**config.mk**
```make
export PLATFORM = sky130hd
export DESIGN_NAME = gate_sensor_fsm
export DESIGN_NICKNAME = d
export VERILOG_FILES = /design/src/rtl/gate_sensor_fsm.sv
export SDC_FILE = /design/constraint.sdc
export NUM_CORES = 1
export LEC_CHECK = 0
export CELL_PAD_IN_SITES_DETAIL_PLACEMENT = 0
export CELL_PAD_IN_SITES_GLOBAL_PLACEMENT = 1
export CORE_ASPECT_RATIO = 0.5
export CORE_MARGIN = 3
export CORE_UTILIZATION = 30
export DETAILED_ROUTE_END_ITERATION = 10
export PLACE_DENSITY_LB_ADDON = 0.1
export REMOVE_ABC_BUFFERS = 1
export SLEW_MARGIN = 20
export SYNTH_ARGS = -nofsm -noshare
export SYNTH_HDL_FRONTEND = slang
export SYNTH_SLANG_ARGS = --single-unit
```
**constraint.sdc**
```tcl
create_clock -name CLK -period 7.1 [get_ports CLK]
set_clock_uncertainty 0.2 [all_clocks]
set_input_delay 1.42 -clock CLK [delete_from_list [all_inputs] [get_ports CLK]]
set_output_delay 1.42 -clock CLK [all_outputs]
set_load 0.03 [all_outputs]
```
**src/rtl/gate_sensor_fsm.sv**
```systemverilog
// Gate sensor front-end: sync + debounce two light beams, track car direction, emit enter/exit/reject pulses.
// Latency: raw change to debounced value DEBOUNCE_CYCLES+2 edges, to FSM/pulse DEBOUNCE_CYCLES+3 edges.
// Backpressure: none; pulses are single-cycle and must be consumed by the occupancy circuit directly.
//
// Ports:
//   CLK, RST       clock, asynchronous active-high reset
//   sens_a/sens_b  raw outer/inner beams (1 = blocked), asynchronous
//   full           lot-full flag, synchronous, sampled only on the completing edge of an entry
//   enter/exit     one-cycle pulses for completed inward/outward passages
//   reject         one-cycle pulse for an inward passage completed while full
//   busy/err       state != IDLE / state == ERROR
module gate_sensor_fsm #(
   parameter int unsigned DEBOUNCE_CYCLES = 4,
   parameter int unsigned TIMEOUT_CYCLES  = 200
) (
   input  logic CLK,
   input  logic RST,
   input  logic sens_a,
   input  logic sens_b,
   input  logic full,
   output logic enter,
   output logic exit,
   output logic reject,
   output logic busy,
   output logic err
);

   typedef enum logic [2:0] {IDLE, IN1, IN2, IN3, OUT1, OUT2, OUT3, ERROR} state_t;

   // A debounce counter sitting at DB_LAST reaches DEBOUNCE_CYCLES on the next edge.
   localparam logic [7:0]  DB_LAST = 8'(DEBOUNCE_CYCLES - 1);
   localparam logic [15:0] TO_LAST = 16'(TIMEOUT_CYCLES - 1);

   // Bit 1 carries beam a, bit 0 carries beam b, so deb reads directly as {da,db}.
   logic [1:0]      sync1;
   logic [1:0]      sync2;
   logic [1:0]      deb;
   logic [1:0][7:0] cnt;

   state_t      state;
   state_t      state_nxt;
   logic [15:0] dwell;
   logic        entry_evt;
   logic        exit_evt;

   always_ff @(posedge CLK or posedge RST) begin
      if (RST) begin
         sync1 <= '0;
         sync2 <= '0;
      end else begin
         sync1 <= {sens_a, sens_b};
         sync2 <= sync1;
      end
   end

   // Any sample agreeing with the debounced value restarts the count, so only
   // DEBOUNCE_CYCLES consecutive disagreeing samples can flip the output.
   always_ff @(posedge CLK or posedge RST) begin
      if (RST) begin
         deb <= '0;
         cnt <= '0;
      end else begin
         for (int i = 0; i < 2; i++) begin
            if (sync2[i] == deb[i]) begin
               cnt[i] <= '0;
            end else if (cnt[i] == DB_LAST) begin
               deb[i] <= sync2[i];
               cnt[i] <= '0;
            end else begin
               cnt[i] <= cnt[i] + 8'd1;
            end
         end
      end
   end

   always_ff @(posedge CLK or posedge RST) begin
      if (RST) begin
         state <= IDLE;
      end else begin
         state <= state_nxt;
      end
   end

   always_comb begin
      state_nxt = state;
      entry_evt = 1'b0;
      exit_evt  = 1'b0;
      case (state)
         IDLE: case (deb)
            2'b10:   state_nxt = IN1;
            2'b01:   state_nxt = OUT1;
            2'b11:   state_nxt = ERROR;
            default: state_nxt = IDLE;
         endcase
         IN1: case (deb)
            2'b11:   state_nxt = IN2;
            2'b00:   state_nxt = IDLE;
            2'b01:   state_nxt = ERROR;
            default: state_nxt = IN1;
         endcase
         IN2: case (deb)
            2'b01:   state_nxt = IN3;
            2'b10:   state_nxt = IN1;
            2'b00:   state_nxt = ERROR;
            default: state_nxt = IN2;
         endcase
         IN3: case (deb)
            2'b00: begin
               state_nxt = IDLE;
               entry_evt = 1'b1;
            end
            2'b11:   state_nxt = IN2;
            2'b10:   state_nxt = ERROR;
            default: state_nxt = IN3;
         endcase
         OUT1: case (deb)
            2'b11:   state_nxt = OUT2;
            2'b00:   state_nxt = IDLE;
            2'b10:   state_nxt = ERROR;
            default: state_nxt = OUT1;
         endcase
         OUT2: case (deb)
            2'b10:   state_nxt = OUT3;
            2'b01:   state_nxt = OUT1;
            2'b00:   state_nxt = ERROR;
            default: state_nxt = OUT2;
         endcase
         OUT3: case (deb)
            2'b00: begin
               state_nxt = IDLE;
               exit_evt  = 1'b1;
            end
            2'b11:   state_nxt = OUT2;
            2'b01:   state_nxt = ERROR;
            default: state_nxt = OUT3;
         endcase
         ERROR: begin
            if (deb == 2'b00) state_nxt = IDLE;
         end
         default: state_nxt = ERROR;
      endcase
      // Timeout only fires when the beams ask the FSM to stay put; a real move wins.
      if (state_nxt == state && state != IDLE && state != ERROR && dwell == TO_LAST) begin
         state_nxt = ERROR;
      end
   end

   // Dwell and outputs are derived from state_nxt so they change on the same edge as the state.
   always_ff @(posedge CLK or posedge RST) begin
      if (RST) begin
         dwell  <= '0;
         enter  <= 1'b0;
         exit   <= 1'b0;
         reject <= 1'b0;
         busy   <= 1'b0;
         err    <= 1'b0;
      end else begin
         if (state_nxt != state || state_nxt == IDLE || state_nxt == ERROR) begin
            dwell <= '0;
         end else begin
            dwell <= dwell + 16'd1;
         end
         enter  <= entry_evt & ~full;
         reject <= entry_evt & full;
         exit   <= exit_evt;
         busy   <= (state_nxt != IDLE);
         err    <= (state_nxt == ERROR);
      end
   end

endmodule
```
Yosys cells after proc, flatten, opt, wreduce, memory -nomap -nowiden. Index checks and enable logic that the tools add are counted. Widths: inputs -> output; s select.

Add/subtract/negate cells: 3. Eq/ne operators: 19. Multiplexer cells: 18. Bitwise operators: 5. Reductions and logical operators: 12.

Operators with widths (number): $pmux 3 s3 (6); $mux 8 (4); $pmux 3 s8 (1); $add 16x1->16 const B (1); $add 8x1->8 const B (2); $eq 16x8->1 const B (1); $eq 8x2->1 const B (2); $mux 16 (1); $eq 3x3->1 const B (5); $eq 3x2->1 const B (2); $logic_not 3->1 (2); $mux 3 (2); $pmux 2 s3 (1); $reduce_bool 3->1 (2); $eq 2x2->1 const B (2); $reduce_and 2->1 (2); $eq 3x1->1 const B (1); $eq 3x3->1 (1); $logic_and 1x1->1 (3); $mux 1 (3); $ne 3x3->1 (1); $ne 3x3->1 const B (1); $not 1->1 (3); $and 1x1->1 (2); 4 further kinds (6).

Flip-flop bits (word level): 46. Input bits: 5. Output and inout bits: 5. Word-level logic and storage cells: 70.

Logic depth before layout (Yosys ltp). Gate-level depths: netlist (run 1).

Depth in word-level cells: 12. Depth in mapped cells: 10.

Least setup slack after synthesis (run 1). OpenSTA, ideal clock, no wires.

Kind: flip-flop to flip-flop. From: register deb[0]. To: register dwell[10]. Arrival time: 2323 ps. Data required time: 6804 ps. Slack: 4481 ps. Cell stages (with the launch flop): 11. Buffers on the path: 4. Period minus slack after synthesis: 2619 ps. Cells stage by stage: dfrtp_1 > ha_1 > buf_2 > nor3b_2 > a221oi_1 > or4_1 > buf_2 > and4b_1 > buf_6 > buf_12 > nor4_2.

Cells in the longest elaborated chain, start to end: 12. Elaborated cells between the ends (all ways): 24. Classes of those cells: 6 x eq/ne; 11 x mux; 7 x reduce/logical.

RTL lines: from (decl) (line 37) `logic [1:0] deb;`; from (signal, indexed assignment) (line 67) `deb[i] <= sync2[i];`; $eq 2x1->1 (tied with other cells); $pmux 3 s3 (tied with other cells) (line 128) `OUT3: case (deb)`; $pmux 3 s8 (*) (line 88) `case (state)`; $eq 3x3->1 (line 143) `if (state_nxt == state && state != IDLE && state != ERROR && dwell == TO_LAST) begin`; $logic_and 1x1->1 (3 in series) (line 143); $mux 3 (*) (line 143); $ne 3x3->1 / $logic_not 3->1 (equally long branches) (line 158) `if (state_nxt != state || state_nxt == IDLE || state_nxt == ERROR) begin`; $logic_or 1x1->1 (line 158); $logic_or 1x1->1 (*) (line 158); $mux 16 (*) (line 158); to (signal assigned) (line 161) `dwell <= dwell + 16'd1;`; to (decl) (line 42) `logic [15:0] dwell;`.

Mark *: on every way between the ends. The rest lies on a longest branch, timed or not. A chain may end at the register's enable or synchronous reset.

Final worst setup path (run 1).
From: register deb[0]. To: register dwell[0].

The elaborated chain is that of the path after synthesis.

==> results of run 1 <==
## cells in the final DEF (no fill, tap or decap), drive strengths merged, types with 9 or more instances in the layout
cell type and count:
dfrtp 46, nand2 24, nor4 24, nor2 21, xor2 20, nand3 19
nor3 11, ha 11, inv 10, clkdlybuf4s50 9
## kinds of logic (layout without fill, tap and decap cells)
kind of cell	count (synthesis)	count (layout)	share of synthesized area [%]
AND/OR/NAND/NOR	134	134	29.3
flip-flops	46	46	42.7
XOR/XNOR	27	27	8.77
AO/OA/AOI/OAI	25	25	6.64
buffers and inverters	24	29	5.10
adder cells (fa/ha/maj)	11	11	5.10
multiplexers	6	6	2.37
## synthesized netlist by cell type (2+ instances only)
library cell  count
nor3_1           11
mux2i_1           3
a21oi_1           6
nand2b_1          3
nand3b_1          5
buf_4             2
nand2_1          24
nor4_2           11
o31ai_1           3
dfrtp_1          46
buf_6             2
o21ai_0           3
nor4b_1           3
nand3_1          19
nor4_1           13
nor2_1           21
inv_1            10
or4_1             2
buf_2             7
xnor2_1           7
mux2_2            3
and3_1            6
and4_1            2
nand4_1           4
ha_1             11
xor2_1           20
nor2b_1           3
a221oi_1          2
## flip-flops by register name, summed over array words and instances (netlist names)
register,cells
enter,1
deb,2
cnt,16
reject,1
sync2,2
dwell,16
err,1
sync1,2
busy,1
state,3
exit,1
## cell type report
| cell class | count | area share, % |
|---|---|---|
| clock buffers | 7 | 4.76 |
| clock inverters | 1 | 0.167 |
| inverters | 11 | 1.42 |
| multi-input cells | 203 | 47.3 |
| flip-flops and latches | 46 | 38.4 |
| well taps | 112 | 4.68 |
| repair buffers | 10 | 3.26 |
## metal layers
metal  vias to the layer above  wire length [microns]
met3                         7                    165
li1                        979                      -
met2                        16                   2640
met5                         -                      0
met4                         0                     76
met1                       954                   2900
## per-stage QoR
stage / hold WS (ns) / worst slack [ns] / cell area (sq um) / instances / power, mW
2_1_floorplan: 0.131 / 4.27 / 2600 / 260 / 0.767
3_3_place_gp: 0.133 / 3.84 / 2840 / 382 / 0.946
3_5_place_dp: 0.136 / 3.84 / 2850 / 382 / 0.951
4_1_cts: 0.151 / 3.83 / 2990 / 390 / 1.19
5_1_grt: 0.154 / 3.56 / 2990 / 390 / 1.28
6_report: 0.148 / 3.86 / 2990 / 390 / 1.18
## path summary, 6_finish.rpt
kind	to	from	slack [ns]
max reg2reg	dwell[0]	deb[0]	3.86
min in group asynchronous	dwell[14]	RST	1.38
min	sync2[1]	sync1[1]	0.15
max in group asynchronous	sync1[0]	RST	4.84
max	dwell[0]	deb[0]	3.86
min reg2reg	sync2[1]	sync1[1]	0.15
## power by group through the flow
stage	combinational, mW	clock (mW)	sequential (mW)
final	0.571	0.237	0.377
after global routing	0.633	0.256	0.388
after CTS	0.572	0.246	0.377
after detailed placement	0.569	0	0.382
after global placement	0.566	0	0.380
after floorplan	0.398	0	0.369
## worst max-delay path, cell delays in order, from the launching register on
cell     delay (ns)
dfrtp_1        0.47
inv_1          0.14
ha_1           0.23
mux2i_1        0.25
o32ai_1        0.16
or4_1          0.59
a21oi_2        0.92
nor4_1         0.12
==> flow_metrics.env, run 1 <==
export IMPL_synth_async_reset_ratio_pct=100
export IMPL_p_clk_share_pct=20.0
export IMPL_slew_headroom_pct=26.9
export IMPL_port_buffers=9
export IMPL_ios=10
export IMPL_die_w_microns=140
export IMPL_rsz0062_at_grt="no"
export IMPL_dieArea_sq_um=10200
export IMPL_hp_class="flip-flop to flip-flop"
export IMPL_synth_edf_count=0
export IMPL_synth_top_cell_by_area="dfrtp_1"
export IMPL_core_area_sq_um=8350
export IMPL_cp_required_ns=7.02
export IMPL_route_vias_total=1956
export IMPL_final_util_pct=35.9
export IMPL_hold_depth=0
export IMPL_wl_per_cell_microns=14.8
export IMPL_place_congestion=0.734
export IMPL_cts_sinks=46
export IMPL_p_seq_share_pct=31.8
export IMPL_grt_max_degree=47
export IMPL_combPwrFrac_pct=48.2
export IMPL_hold_viol=0
export IMPL_grt_pass1_vias=2030
export IMPL_met1_usage_pct=15.9
export IMPL_startpoint_type="flip-flop"
export IMPL_fill_cells=886
export IMPL_irDropWorstVdd_v=0.000158
export IMPL_post_cts_resized=0
export IMPL_nets=293
export IMPL_critPathArrivalTime_ns=3.17
export IMPL_cp_max_fo=16
export IMPL_swShare_pct=46.7
export IMPL_finalSetupViolCount=0
export IMPL_avgSynthCellArea_sq_um=9.88
export IMPL_cts_buffers=5
export IMPL_drtIter0Drc=90
export IMPL_detail_route_first_pass_iterations=4
export IMPL_endpoint_kind="flip-flop"
export IMPL_htreeDepth=2
export IMPL_status="finished, final reports clean"
export IMPL_met3_usage_pct=3.53
export IMPL_post_cts_buffers=0
export IMPL_start_util_pct=32.3
export IMPL_fin_crit_sh_pct=45.7
export IMPL_regArea_sq_um=1150
export IMPL_multi_input_area_sq_um=1420
export IMPL_maxCapViolations=0
export IMPL_ys_top_cells_by_area="dfrtp_1 43%, xor2_1 6.5%, ha_1 5.1%, nor4_2 5.1%, nand3_1 3.5%"
export IMPL_finalSetupTns_ns=0
export IMPL_leakage_nw=1.26
export IMPL_diodes=0
export IMPL_globalRouteOverflowTotal=0
export IMPL_vias_per_cell=5.02
export IMPL_synth_cells=273
export IMPL_die_h_microns=73.0
export IMPL_finalWirelength_microns=5790
export IMPL_worstRegToRegCells=7
export IMPL_yosysUniqueCellTypes=49
export IMPL_synth_ff_type="dfrtp_1"
export IMPL_gr_usage_all_layers_pct=12.5
export IMPL_drc=0
export IMPL_ant_nets=0
export IMPL_synth_top_area_share_pct=42.7
export IMPL_num_rows=23
export IMPL_busiest_layer="met2"
export IMPL_area_delta_synth_final_pct=11.0
export IMPL_grt_pass1_wl_microns=10200
export IMPL_cts_buffer_depth=2
export IMPL_hold_buffers=0
export IMPL_power_density_nw_per_um2=396
export IMPL_clock_latency_ns=0.29
export IMPL_use_met2_pct=20.8
export IMPL_drive_above_1_share_pct=10.1
export IMPL_cts_clk_slew_worst_paths_ns=0.06
export IMPL_antenna_found_initial=0
export IMPL_slew_violations=0
export IMPL_power_switching_uw=553
export IMPL_cts_root_buf="clkbuf_16"
export IMPL_worst_slew_pin_slew_ns=1.10
export IMPL_cts_tree="done"
export IMPL_hpwl_microns=3780
export IMPL_fmax_mhz=308
export IMPL_syn_cell_area_sq_um=2700
export IMPL_yosysSeqAreaShare_pct=42.7
export IMPL_fin_crit_ns=3.24
export IMPL_yosys_warnings=0
export IMPL_synth_seq_cells=46
export IMPL_intPower_uw=631
export IMPL_criticalPathCategory="flip-flop to flip-flop"
Power figures use the tool's default switching activity.
==> run 2: changes to the inputs <==
Clock period 7.1 ns to 3.2 ns, I/O delays scaled along.
==> flow_metrics.env, run 2 (same netlist as run 1, synthesis figures left out) <==
export IMPL_critPathArrivalTime_ns=2.80
export IMPL_gr_usage_all_layers_pct=12.3
export IMPL_fill_cells=862
export IMPL_cp_max_fo=16
export IMPL_finalSetupTns_ns=0
export IMPL_wl_per_cell_microns=14.4
export IMPL_grt_pass1_wl_microns=10200
export IMPL_nets=300
export IMPL_drive_above_1_share_pct=13.0
export IMPL_hp_class="flip-flop to flip-flop"
export IMPL_irDropWorstVdd_v=0.000303
export IMPL_rsz0062_at_grt="no"
export IMPL_cts_sinks=46
export IMPL_area_delta_synth_final_pct=12.8
export IMPL_port_buffers=9
export IMPL_dieArea_sq_um=10200
export IMPL_grt_max_degree=47
export IMPL_finalSetupViolCount=0
export IMPL_maxCapViolations=0
export IMPL_slew_headroom_pct=59.6
export IMPL_cp_required_ns=3.18
export IMPL_core_area_sq_um=8350
export IMPL_ant_nets=0
export IMPL_grt_pass1_vias=2062
export IMPL_drc=0
export IMPL_ios=10
export IMPL_antenna_found_initial=0
export IMPL_globalRouteOverflowTotal=0
export IMPL_diodes=0
export IMPL_fin_crit_sh_pct=88.2
export IMPL_cts_root_buf="clkbuf_16"
export IMPL_die_h_microns=73.0
export IMPL_post_place_cells=389
export IMPL_cts_buffers=5
export IMPL_endpoint_kind="flip-flop"
export IMPL_mostFrequentLayoutCell="dfrtp_1"
export IMPL_status="finished, final reports clean"
export IMPL_clock_latency_ns=0.29
export IMPL_drtIter0Drc=73
export IMPL_hold_viol=0
export IMPL_finalWirelength_microns=5730
export IMPL_detail_route_first_pass_iterations=4
export IMPL_cts_buffer_depth=2
export IMPL_criticalPathCategory="flip-flop to flip-flop"
export IMPL_cts_clk_slew_worst_paths_ns=0.07
export IMPL_stdcell_count=397
export IMPL_post_cts_buffers=0
export IMPL_leakage_nw=1.29
export IMPL_route_vias_total=1985
export IMPL_cts_tree="done"
export IMPL_fin_crit_ns=2.82
export IMPL_num_rows=23
export IMPL_mostFrequentLayoutCells="46 x dfrtp_1, 24 x nand2_1, 21 x nor2_1, 20 x xor2_1, 19 x nand3_1"
export IMPL_fmax_mhz=354
export IMPL_start_util_pct=32.3
export IMPL_power_density_nw_per_um2=884
export IMPL_largestRegisters="cnt: 16 flops, dwell: 16 flops, state: 3 flops"
export IMPL_worst_slew_pin_slew_ns=0.606
export IMPL_whs_ns=0.151
export IMPL_vias_per_cell=5.00
export IMPL_startpoint_type="flip-flop"
export IMPL_htreeDepth=2
export IMPL_slew_violations=0
export IMPL_place_congestion=0.821
export IMPL_die_w_microns=140
export IMPL_hpwl_microns=3750
==> run 2: changes by cell type in the layout (fill, tap and decap cells not counted), sizes merged <==
cell / previous run / this run
buf: 1 / 8
clkbuf: 7 / 5
clkinvlp: 0 / 1
inv: 10 / 11
==> run 2: path summary, 6_finish.rpt <==
path,start,endpoint,slack (ns),cells past startpoint
max,deb[0],dwell[0],0.38,8
min reg2reg,sync1[1],sync2[1],0.15,0
min in group asynchronous,RST,err,0.65,3
max reg2reg,deb[0],dwell[0],0.38,8
max in group asynchronous,RST,cnt[3],1.75,3
min,sync1[1],sync2[1],0.15,0
==> run 2: stage by stage <==
step                cell area, sq um  power, mW  utilization [%]  setup slack, ns
detailed placement              2890       2.18             34.6            0.278
CTS                             3040       2.71             36.4            0.235
finish                          3040       2.69             36.4            0.378
global route                    3040       2.91             36.4            0.102
global placement                2890       2.21             34.6            0.349
floorplan                       2600       1.70                -            0.366
==> run 2: critical path, stage by stage (launching register included) <==
cell,delay [ns]
dfrtp_1,0.47
inv_1,0.14
ha_1,0.24
mux2i_1,0.29
o32ai_1,0.17
or4_4,0.49
and4b_1,0.21
buf_4,0.21
nor4_1,0.30
==> run 2: timing repair <==
item / in CTS / in global routing
gates resized for setup: 0 / 1
hold buffers: 0 / 0
setup endpoints to repair: 0 / 4
==> run 2: final cells by class <==
cell class | instances | area, sq um | share of cell area [%]
multi-input cells | 203 | 1410 | 46.4
inverters | 11 | 41.3 | 1.36
clock buffers | 5 | 125 | 4.12
flip-flops and latches | 46 | 1150 | 37.9
well taps | 112 | 140 | 4.61
repair buffers | 17 | 150 | 4.94
clock inverters | 3 | 21.3 | 0.700
==> run 2: power by group <==
group          leakage, nW  switching, mW  total (mW)  internal [mW]
sequential           0.613          0.138       0.804          0.666
clock               0.0698          0.230       0.520          0.289
combinational        0.611          0.868        1.37          0.497
==> run 2: metal layers <==
layer | wire length, microns | track usage (%)
met1 | 2930 | 16.8
met2 | 2540 | 18.6
met5 | 0 | 0
met3 | 178 | 3.80
met4 | 80 | 4.30
==> run 3: changes to the inputs <==
Settings changed: DONT_BUFFER_PORTS set to 1.
==> flow_metrics.env, run 3 (same netlist as run 1, synthesis figures left out) <==
export IMPL_place_ws_ns=0.215
export IMPL_cp_required_ns=3.13
export IMPL_post_cts_resized=0
export IMPL_hpwl_microns=3690
export IMPL_post_place_cells=379
export IMPL_diodes=0
export IMPL_finalWirelength_microns=5480
export IMPL_core_area_sq_um=8350
export IMPL_cts_root_buf="clkbuf_16"
export IMPL_leakage_nw=1.26
export IMPL_route_vias_total=1943
export IMPL_grt_pass1_vias=1856
export IMPL_grt_max_degree=47
export IMPL_drtIter0Drc=111
export IMPL_hold_viol=0
export IMPL_rsz0062_at_grt="no"
export IMPL_worst_slack_ns=0.216
export IMPL_mostFrequentLayoutCell="dfrtp_1"
export IMPL_power_density_nw_per_um2=900
export IMPL_ant_nets=0
export IMPL_fill_cells=855
export IMPL_critPathArrivalTime_ns=2.92
export IMPL_cts_sinks=46
export IMPL_whs_ns=0.146
export IMPL_finalSetupTns_ns=0
export IMPL_die_h_microns=73.0
export IMPL_drive_above_1_share_pct=12.4
export IMPL_maxCapViolations=0
export IMPL_nets=290
export IMPL_antenna_found_initial=0
export IMPL_hold_buffers=0
export IMPL_cts_clk_slew_worst_paths_ns=0.06
export IMPL_drt_met1_wl_microns=2770
export IMPL_clock_latency_ns=0.29
export IMPL_status="finished, final reports clean"
export IMPL_wl_per_cell_microns=14.2
export IMPL_endpoint_kind="flip-flop"
export IMPL_fin_crit_ns=2.98
export IMPL_largestRegisters="cnt: 16 flops, dwell: 16 flops, state: 3 flops"
export IMPL_ios=10
export IMPL_detail_route_first_pass_iterations=4
export IMPL_vias_per_cell=5.02
export IMPL_mostFrequentLayoutCells="46 x dfrtp_1, 24 x nand2_1, 21 x nor2_1, 20 x xor2_1, 19 x nand3_1"
export IMPL_hp_class="flip-flop to flip-flop"
export IMPL_post_cts_buffers=0
export IMPL_worst_slew_pin_slew_ns=0.809
export IMPL_irDropWorstVdd_v=0.000329
export IMPL_slew_violations=0
export IMPL_globalRouteOverflowTotal=0
export IMPL_place_congestion=0.793
export IMPL_stdcell_count=387
export IMPL_dieArea_sq_um=10200
export IMPL_port_buffers=0
export IMPL_area_delta_synth_final_pct=9.10
export IMPL_criticalPathCategory="flip-flop to flip-flop"
export IMPL_slew_headroom_pct=46.0
export IMPL_top_layer="met4"
export IMPL_num_rows=23
export IMPL_fmax_mhz=335
export IMPL_die_w_microns=140
export IMPL_cts_buffer_depth=2
export IMPL_grt_pass1_wl_microns=9540
export IMPL_cts_tree="done"
export IMPL_finalSetupViolCount=0
export IMPL_wl_met2_microns=2490
export IMPL_cts_buffers=5
export IMPL_start_util_pct=32.3
export IMPL_drc=0
export IMPL_fin_crit_sh_pct=93.3
export IMPL_cp_max_fo=16
export IMPL_startpoint_type="flip-flop"
export IMPL_wl_met3_microns=149
export IMPL_htreeDepth=2
export IMPL_gr_usage_all_layers_pct=11.7
==> run 3: changes by cell type in the layout (fill, tap and decap cells not counted), sizes merged <==
cell	previous run	this run
clkbuf	5	7
buf	8	7
inv	11	10
clkinvlp	1	0
clkdlybuf4s50	9	0
==> run 3: where the power goes <==
part	internal, mW	total [mW]	leakage, nW	switching (mW)
clock network	0.310	0.524	0.0739	0.214
registers	0.666	0.840	0.613	0.174
logic	0.468	1.28	0.569	0.813
total	1.44	2.65	1.26	1.20
==> run 3: per-layer routing <==
metal	track usage (%)	up-vias
met1	15.5	942
met2	18.6	15
met3	3.66	8
met4	3.11	0
li1	-	978
met5	0	-
==> run 3: final timing paths <==
check,startpoint,endpoint,slack [ns],cells after the start
setup / recovery,deb[1],dwell[4],0.22,7
hold / removal,sync1[1],sync2[1],0.15,0
setup reg to reg,deb[1],dwell[4],0.22,7
hold reg to reg,sync1[1],sync2[1],0.15,0
max in group asynchronous,RST,deb[0],2.16,1
min in group asynchronous,RST,state[2],0.16,1
==> run 3: worst max-delay path: stages (launching register included) <==
cell and delay (ns):
dfrtp_1 0.48, inv_1 0.15, ha_1 0.29, or4_1 0.49
a21oi_1 0.15, a311o_1 0.18, and4b_1 0.74, nor4_1 0.15
==> run 3: area by class of cell <==
| cell class | count | area, sq um | share of cell area [%] |
|---|---|---|---|
| multi-input combinational | 203 | 1410 | 47.9 |
| sequential | 46 | 1150 | 39.1 |
| clock buffer | 7 | 143 | 4.85 |
| tap | 112 | 140 | 4.76 |
| timing repair buffer | 7 | 52.6 | 1.79 |
| inverter | 11 | 42.5 | 1.45 |
| clock inverter | 1 | 5.00 | 0.170 |
==> run 3: metrics by stage <==
step                total power [mW]  instance area [sq um]  util [%]
CTS                             2.68                   2940      35.2
floorplan                       1.70                   2600         -
finish                          2.65                   2940      35.2
detailed placement              2.15                   2790      33.5
global placement                2.16                   2790      33.5
global route                    2.88                   2940      35.2
